--- src/rtl/multicycle_ctrl.sv ---
// Multi-cycle MIPS-subset control FSM: FETCH/DECODE/EXEC/MEM/WB sequencing, trap and retire count.
// Moore outputs (FETCH ir/pc pulses follow mem_ready_i); stalls in FETCH/MEM on mem_ready_i, traps after MEM_TIMEOUT waits.
module multicycle_ctrl #(
    parameter int ALU_OP_W    = 3,
    parameter int CNT_W       = 16,
    parameter int MEM_TIMEOUT = 15
) (
    input  logic                clk_i,
    input  logic                rst_i,
    input  logic [5:0]          instr_op_i,
    input  logic                mem_ready_i,
    output logic                pc_write_o,
    output logic                ir_write_o,
    output logic                mem_read_o,
    output logic                mem_write_o,
    output logic                reg_write_o,
    output logic                alu_src_o,
    output logic                reg_dst_o,
    output logic                mem_to_reg_o,
    output logic                branch_o,
    output logic                branch_ne_o,
    output logic                jump_o,
    output logic                se_o,
    output logic [ALU_OP_W-1:0] alu_op_o,
    output logic                trap_o,
    output logic [2:0]          state_o,
    output logic [CNT_W-1:0]    retired_o
);

    localparam int TMO_W = $clog2(MEM_TIMEOUT + 1);

    localparam logic [5:0] OP_R     = 6'b000000;
    localparam logic [5:0] OP_BEQ   = 6'b000100;
    localparam logic [5:0] OP_BNE   = 6'b000101;
    localparam logic [5:0] OP_ADDI  = 6'b001000;
    localparam logic [5:0] OP_SLTIU = 6'b001011;
    localparam logic [5:0] OP_LUI   = 6'b001111;
    localparam logic [5:0] OP_ORI   = 6'b001101;
    localparam logic [5:0] OP_LW    = 6'b100011;
    localparam logic [5:0] OP_SW    = 6'b101011;
    localparam logic [5:0] OP_J     = 6'b000010;

    typedef enum logic [2:0] {
        S_FETCH  = 3'd0,
        S_DECODE = 3'd1,
        S_EXEC   = 3'd2,
        S_MEM    = 3'd3,
        S_WB     = 3'd4,
        S_TRAP   = 3'd7
    } state_t;

    state_t             state_q, state_d;
    logic [5:0]         op_q;
    logic [TMO_W-1:0]   tmo_q;
    logic [CNT_W-1:0]   retired_q;
    logic               trap_q;
    logic               legal;
    logic               mem_wait;
    logic               tmo_hit;
    logic               retire;
    logic [2:0]         alu_cls;

    always_comb begin
        case (instr_op_i)
            OP_R, OP_BEQ, OP_BNE, OP_ADDI, OP_SLTIU,
            OP_LUI, OP_ORI, OP_LW, OP_SW, OP_J: legal = 1'b1;
            default:                            legal = 1'b0;
        endcase
    end

    // A ready in the same cycle the limit is reached still completes the access.
    assign mem_wait = ((state_q == S_FETCH) || (state_q == S_MEM)) && !mem_ready_i;
    assign tmo_hit  = mem_wait && (tmo_q == TMO_W'(MEM_TIMEOUT - 1));

    always_comb begin
        state_d = state_q;
        case (state_q)
            S_FETCH: begin
                if (mem_ready_i)  state_d = S_DECODE;
                else if (tmo_hit) state_d = S_TRAP;
            end
            S_DECODE: state_d = legal ? S_EXEC : S_TRAP;
            S_EXEC: begin
                case (op_q)
                    OP_BEQ, OP_BNE, OP_J: state_d = S_FETCH;
                    OP_LW, OP_SW:         state_d = S_MEM;
                    default:              state_d = S_WB;
                endcase
            end
            S_MEM: begin
                if (mem_ready_i)  state_d = (op_q == OP_LW) ? S_WB : S_FETCH;
                else if (tmo_hit) state_d = S_TRAP;
            end
            S_WB:    state_d = S_FETCH;
            S_TRAP:  state_d = S_TRAP;
            default: state_d = S_TRAP;
        endcase
    end

    assign retire = (state_d == S_FETCH) &&
                    ((state_q == S_EXEC) || (state_q == S_MEM) || (state_q == S_WB));

    always_ff @(posedge clk_i or negedge rst_i) begin
        if (!rst_i) begin
            state_q   <= S_FETCH;
            op_q      <= '0;
            tmo_q     <= '0;
            retired_q <= '0;
            trap_q    <= 1'b0;
        end else begin
            state_q <= state_d;
            if (state_q == S_DECODE) op_q <= instr_op_i;
            if ((state_d != state_q) && ((state_d == S_FETCH) || (state_d == S_MEM)))
                tmo_q <= '0;
            else if (mem_wait)
                tmo_q <= tmo_q + 1'b1;
            if (retire) retired_q <= retired_q + 1'b1;
            if (state_d == S_TRAP) trap_q <= 1'b1;
        end
    end

    // Enables are forced low while reset is held, even though the reset state is FETCH.
    always_comb begin
        pc_write_o   = 1'b0;
        ir_write_o   = 1'b0;
        mem_read_o   = 1'b0;
        mem_write_o  = 1'b0;
        reg_write_o  = 1'b0;
        alu_src_o    = 1'b0;
        reg_dst_o    = 1'b0;
        mem_to_reg_o = 1'b0;
        branch_o     = 1'b0;
        branch_ne_o  = 1'b0;
        jump_o       = 1'b0;
        se_o         = 1'b0;
        alu_cls      = 3'd0;
        if (rst_i) begin
            case (state_q)
                S_FETCH: begin
                    mem_read_o = 1'b1;
                    ir_write_o = mem_ready_i;
                    pc_write_o = mem_ready_i;
                end
                S_EXEC: begin
                    case (op_q)
                        OP_BEQ: begin
                            branch_o = 1'b1;
                            se_o     = 1'b1;
                            alu_cls  = 3'd1;
                        end
                        OP_BNE: begin
                            branch_o    = 1'b1;
                            branch_ne_o = 1'b1;
                            se_o        = 1'b1;
                            alu_cls     = 3'd1;
                        end
                        OP_ADDI, OP_LW, OP_SW: begin
                            alu_src_o = 1'b1;
                            se_o      = 1'b1;
                            alu_cls   = 3'd2;
                        end
                        OP_LUI: begin
                            alu_src_o = 1'b1;
                            alu_cls   = 3'd3;
                        end
                        OP_ORI: begin
                            alu_src_o = 1'b1;
                            alu_cls   = 3'd4;
                        end
                        OP_SLTIU: begin
                            alu_src_o = 1'b1;
                            alu_cls   = 3'd5;
                        end
                        OP_J: begin
                            jump_o     = 1'b1;
                            pc_write_o = 1'b1;
                        end
                        default: alu_cls = 3'd0;
                    endcase
                end
                S_MEM: begin
                    mem_read_o  = (op_q == OP_LW);
                    mem_write_o = (op_q == OP_SW);
                end
                S_WB: begin
                    reg_write_o  = 1'b1;
                    reg_dst_o    = (op_q == OP_R);
                    mem_to_reg_o = (op_q == OP_LW);
                end
                default: begin
                    pc_write_o = 1'b0;
                end
            endcase
        end
    end

    assign alu_op_o  = ALU_OP_W'(alu_cls);
    assign trap_o    = trap_q;
    assign state_o   = state_q;
    assign retired_o = retired_q;

endmodule

--- config.mk ---
export PLATFORM = sky130hd
export DESIGN_NAME = multicycle_ctrl
export DESIGN_NICKNAME = d
export VERILOG_FILES = /design/src/rtl/multicycle_ctrl.sv
export SDC_FILE = /design/constraint.sdc
export NUM_CORES = 1
export LEC_CHECK = 0
export ABC_AREA = 1
export ABC_CLOCK_PERIOD_IN_PS = 5250
export CAP_MARGIN = 0
export CORE_MARGIN = 8
export CORE_UTILIZATION = 57
export CTS_BUF_LIST = sky130_fd_sc_hd__clkbuf_8
export DETAILED_ROUTE_END_ITERATION = 10
export HOLD_SLACK_MARGIN = 0.05
export PLACE_DENSITY = 0.88
export SLEW_MARGIN = 10
export SYNTH_ARGS = -nofsm -noshare
export SYNTH_HDL_FRONTEND = slang
export SYNTH_SLANG_ARGS = --single-unit
--- constraint.sdc ---
create_clock -name clk_i -period 5.25 [get_ports clk_i]
set_input_delay 1.05 -clock clk_i [delete_from_list [all_inputs] [get_ports clk_i]]
set_output_delay 1.05 -clock clk_i [all_outputs]
set_load 0.01 [all_outputs]
==> flow_summary.json <==
{
  "layout_min_cycle_time_ps": 3780,
  "final_common_cell": "nand2_1",
  "grt_pass1_vias": 1991,
  "fin_hold_ws_ps": 497,
  "r2r_setup_slack_ps": 2770,
  "critPathKind": "input pin to output port",
  "slew_headroom_pct": 26.6,
  "final_cell_mix": "88 x nand2_1, 43 x clkdlybuf4s50_1, 36 x nand3_1",
  "die_h_um": 76.3,
  "cts.sinks": 30,
  "vias_per_cell": 5.20,
  "grt_antenna_before_repair": 0,
  "cts.path.max_buffers": 2,
  "hp-class": "flip-flop to flip-flop",
  "synth_cell_types": 32,
  "ys.flop_type": "dfrtp_1",
  "clk_transition_reported_paths_ps": 70,
  "post_cts_resized": 0,
  "synth_area_um2": 2070,
  "drive_above_1_share_pct": 8.96,
  "startpoint_type": "input pin",
  "ys_warn_count": 0,
  "final-max-slew-violation-count": 0,
  "timing.rr.start": "state_o[0]$_DFF_PN0_",
  "ant_nets": 0,
  "arrival_ps": 2730,
  "status": "finished clean",
  "ys_seq_elements": 30,
  "yosys.area.top_type": "dfrtp_1",
  "hold_violations": 0,
  "die_area_um2": 5810,
  "grt_max_degree": 33,
  "drcViolationCount": 0,
  "hold_path_depth": 1,
  "synth-edff-count": 0,
  "final-setup-viol-count": 0,
  "leakagePower_nw": 1.25,
  "cp_max_fo": 7,
  "yosysTopAreaCellShare_pct": 36.3,
  "place_hpwl_um": 3730,
  "fin_skew_ps": 10.8,
  "async_flop_share_pct": 100,
  "cts_setup_buffers": 0,
  "fp-row-count": 22,
  "cp-end-kind": "output port",
  "ir_drop_v": 0.000195,
  "area_growth_pct": 27.3,
  "max_freq_mhz": 265,
  "whs_endpoint": "trap_o$_DFFE_PN0N_",
  "power.density_cell_area_nw_per_um2": 169,
  "ctsHtreeMaxLevel": 2,
  "io_pins": 44,
  "worstPathRequired_ps": 4200,
  "drv_cap": 0,
  "synthCells": 298,
  "min-delay-start": "trap_o$_DFFE_PN0N_",
  "gp_congestion": 0.909,
  "syn_area_per_cell_um2": 6.94,
  "fin_setup_tns_ps": 0,
  "clk-insertion-delay-late_ps": 280,
  "antenna_cells": 0,
  "die-width_um": 76.3,
  "clockRootBuffer": "clkbuf_8",
  "cts_tree": "yes",
  "rsz0062_at_grt": "false",
  "first_pass_iters": 4,
  "wl_per_cell_um": 12.8,
  "nFillCells": 283,
  "initial_core_util_pct": 57.8,
  "port_buffers": 43,
  "worstMarginPinSlew_ps": 1090,
  "vias": 2047,
  "nets": 357,
  "cts_buffers": 5,
  "drt-total-wl_um": 5050,
  "grt.overflow.total": 0,
  "cts_hold_buf": 0,
  "drt_iter0_markers": 160,
  "core_um2": 3580,
  "synth.area.top_cells": "dfrtp_1 36%, nand2_1 16%, nand3_1 8.7%",
  "grt_usage_pct": 17.5,
  "rr_endpoint": "tmo_q[1]$_DFFE_PN0P_",
  "synth_nets": 310,
  "seq_area_frac_synth_pct": 36.3,
  "grt_pass1_wl_um": 8620,
  "fin_crit_sh_pct": 71.9,
  "r2r_cells": 9
}
==> worst max-delay path by stage <==
| stage | startpoint | to | slack (ps) | depth (start not counted) |
|---|---|---|---|---|
| floorplan | rst_i | alu_src_o | 2440 | 5 |
| global placement | rst_i | mem_write_o | 1510 | 5 |
| global route | rst_i | alu_src_o | 1380 | 7 |
| CTS | rst_i | alu_src_o | 1470 | 7 |
| finish | rst_i | alu_src_o | 1470 | 7 |
| detailed placement | rst_i | alu_src_o | 1480 | 7 |
==> sequential cells by signal, indices dropped and copies added (netlist names) <==
register / flops
retired_o: 16
op_q: 6
tmo_q: 4
state_o: 3
trap_o: 1
==> synth_stat cells, types with 5 or more instances <==
master and instances:
inv_1 33, xnor2_1 9, inv_2 5, nor2_1 34
nor3_1 6, nand4_1 5, xor2_1 8, nand3_1 36
nand3_2 5, nand2_1 88, dfrtp_1 30, o21ai_0 8
==> cell type report <==
cell class / instances / area, um^2 / area share, %
clock inverter: 2 / 12.5 / 0.475
clock buffer: 6 / 82.6 / 3.13
multi-input combinational: 225 / 1140 / 43.4
timing repair buffer: 44 / 438 / 16.6
sequential: 30 / 751 / 28.5
tap: 48 / 60.1 / 2.28
inverter: 39 / 146 / 5.56
==> worst max-delay path, cell delays in order <==
cell and delay, ps:
clkdlybuf4s50_1 470, inv_1 100, nor2_1 150, inv_1 130, a21oi_1 170, or2_2 130
clkdlybuf4s50_1 520
==> routing by layer <==
metal / global-route usage, % / vias up / wire [um]
met4: 6.54 / 0 / 25
li1: - / 1037 / -
met1: 20.3 / 945 / 2210
met2: 29.6 / 63 / 2530
met3: 5.19 / 2 / 287
met5: 0 / - / 0
==> through the flow <==
| step | cells | setup slack [ps] | area (um^2) | total power [W] | util (%) |
|---|---|---|---|---|---|
| after floorplan | 298 | 2440 | 2070 | 0.000243 | - |
| after global placement | 386 | 1510 | 2540 | 0.000257 | 71.0 |
| after detailed placement | 386 | 1480 | 2540 | 0.000258 | 71.0 |
| after CTS | 394 | 1470 | 2640 | 0.000449 | 73.6 |
| after global routing | 394 | 1380 | 2640 | 0.000462 | 73.6 |
| final | 394 | 1470 | 2640 | 0.000446 | 73.6 |
==> logic make-up after synthesis <==
logic type               after synthesis  share of synthesized area (%)
AND/OR/NAND/NOR                      185                           40.1
buffers and inverters                 43                           8.40
flip-flops                            30                           36.3
AO/OA/AOI/OAI                         20                           6.17
XOR/XNOR                              17                           7.20
adder cells (fa/ha/maj)                3                           1.81
==> power by group <==
part | switching, W | total (W) | internal [W]
logic | 0.0000122 | 0.0000209 | 0.00000866
registers | 0.000000699 | 0.000233 | 0.000232
clock network | 0.0000873 | 0.000192 | 0.000105
total | 0.000100 | 0.000446 | 0.000346
(Power assumes the default switching activity.)
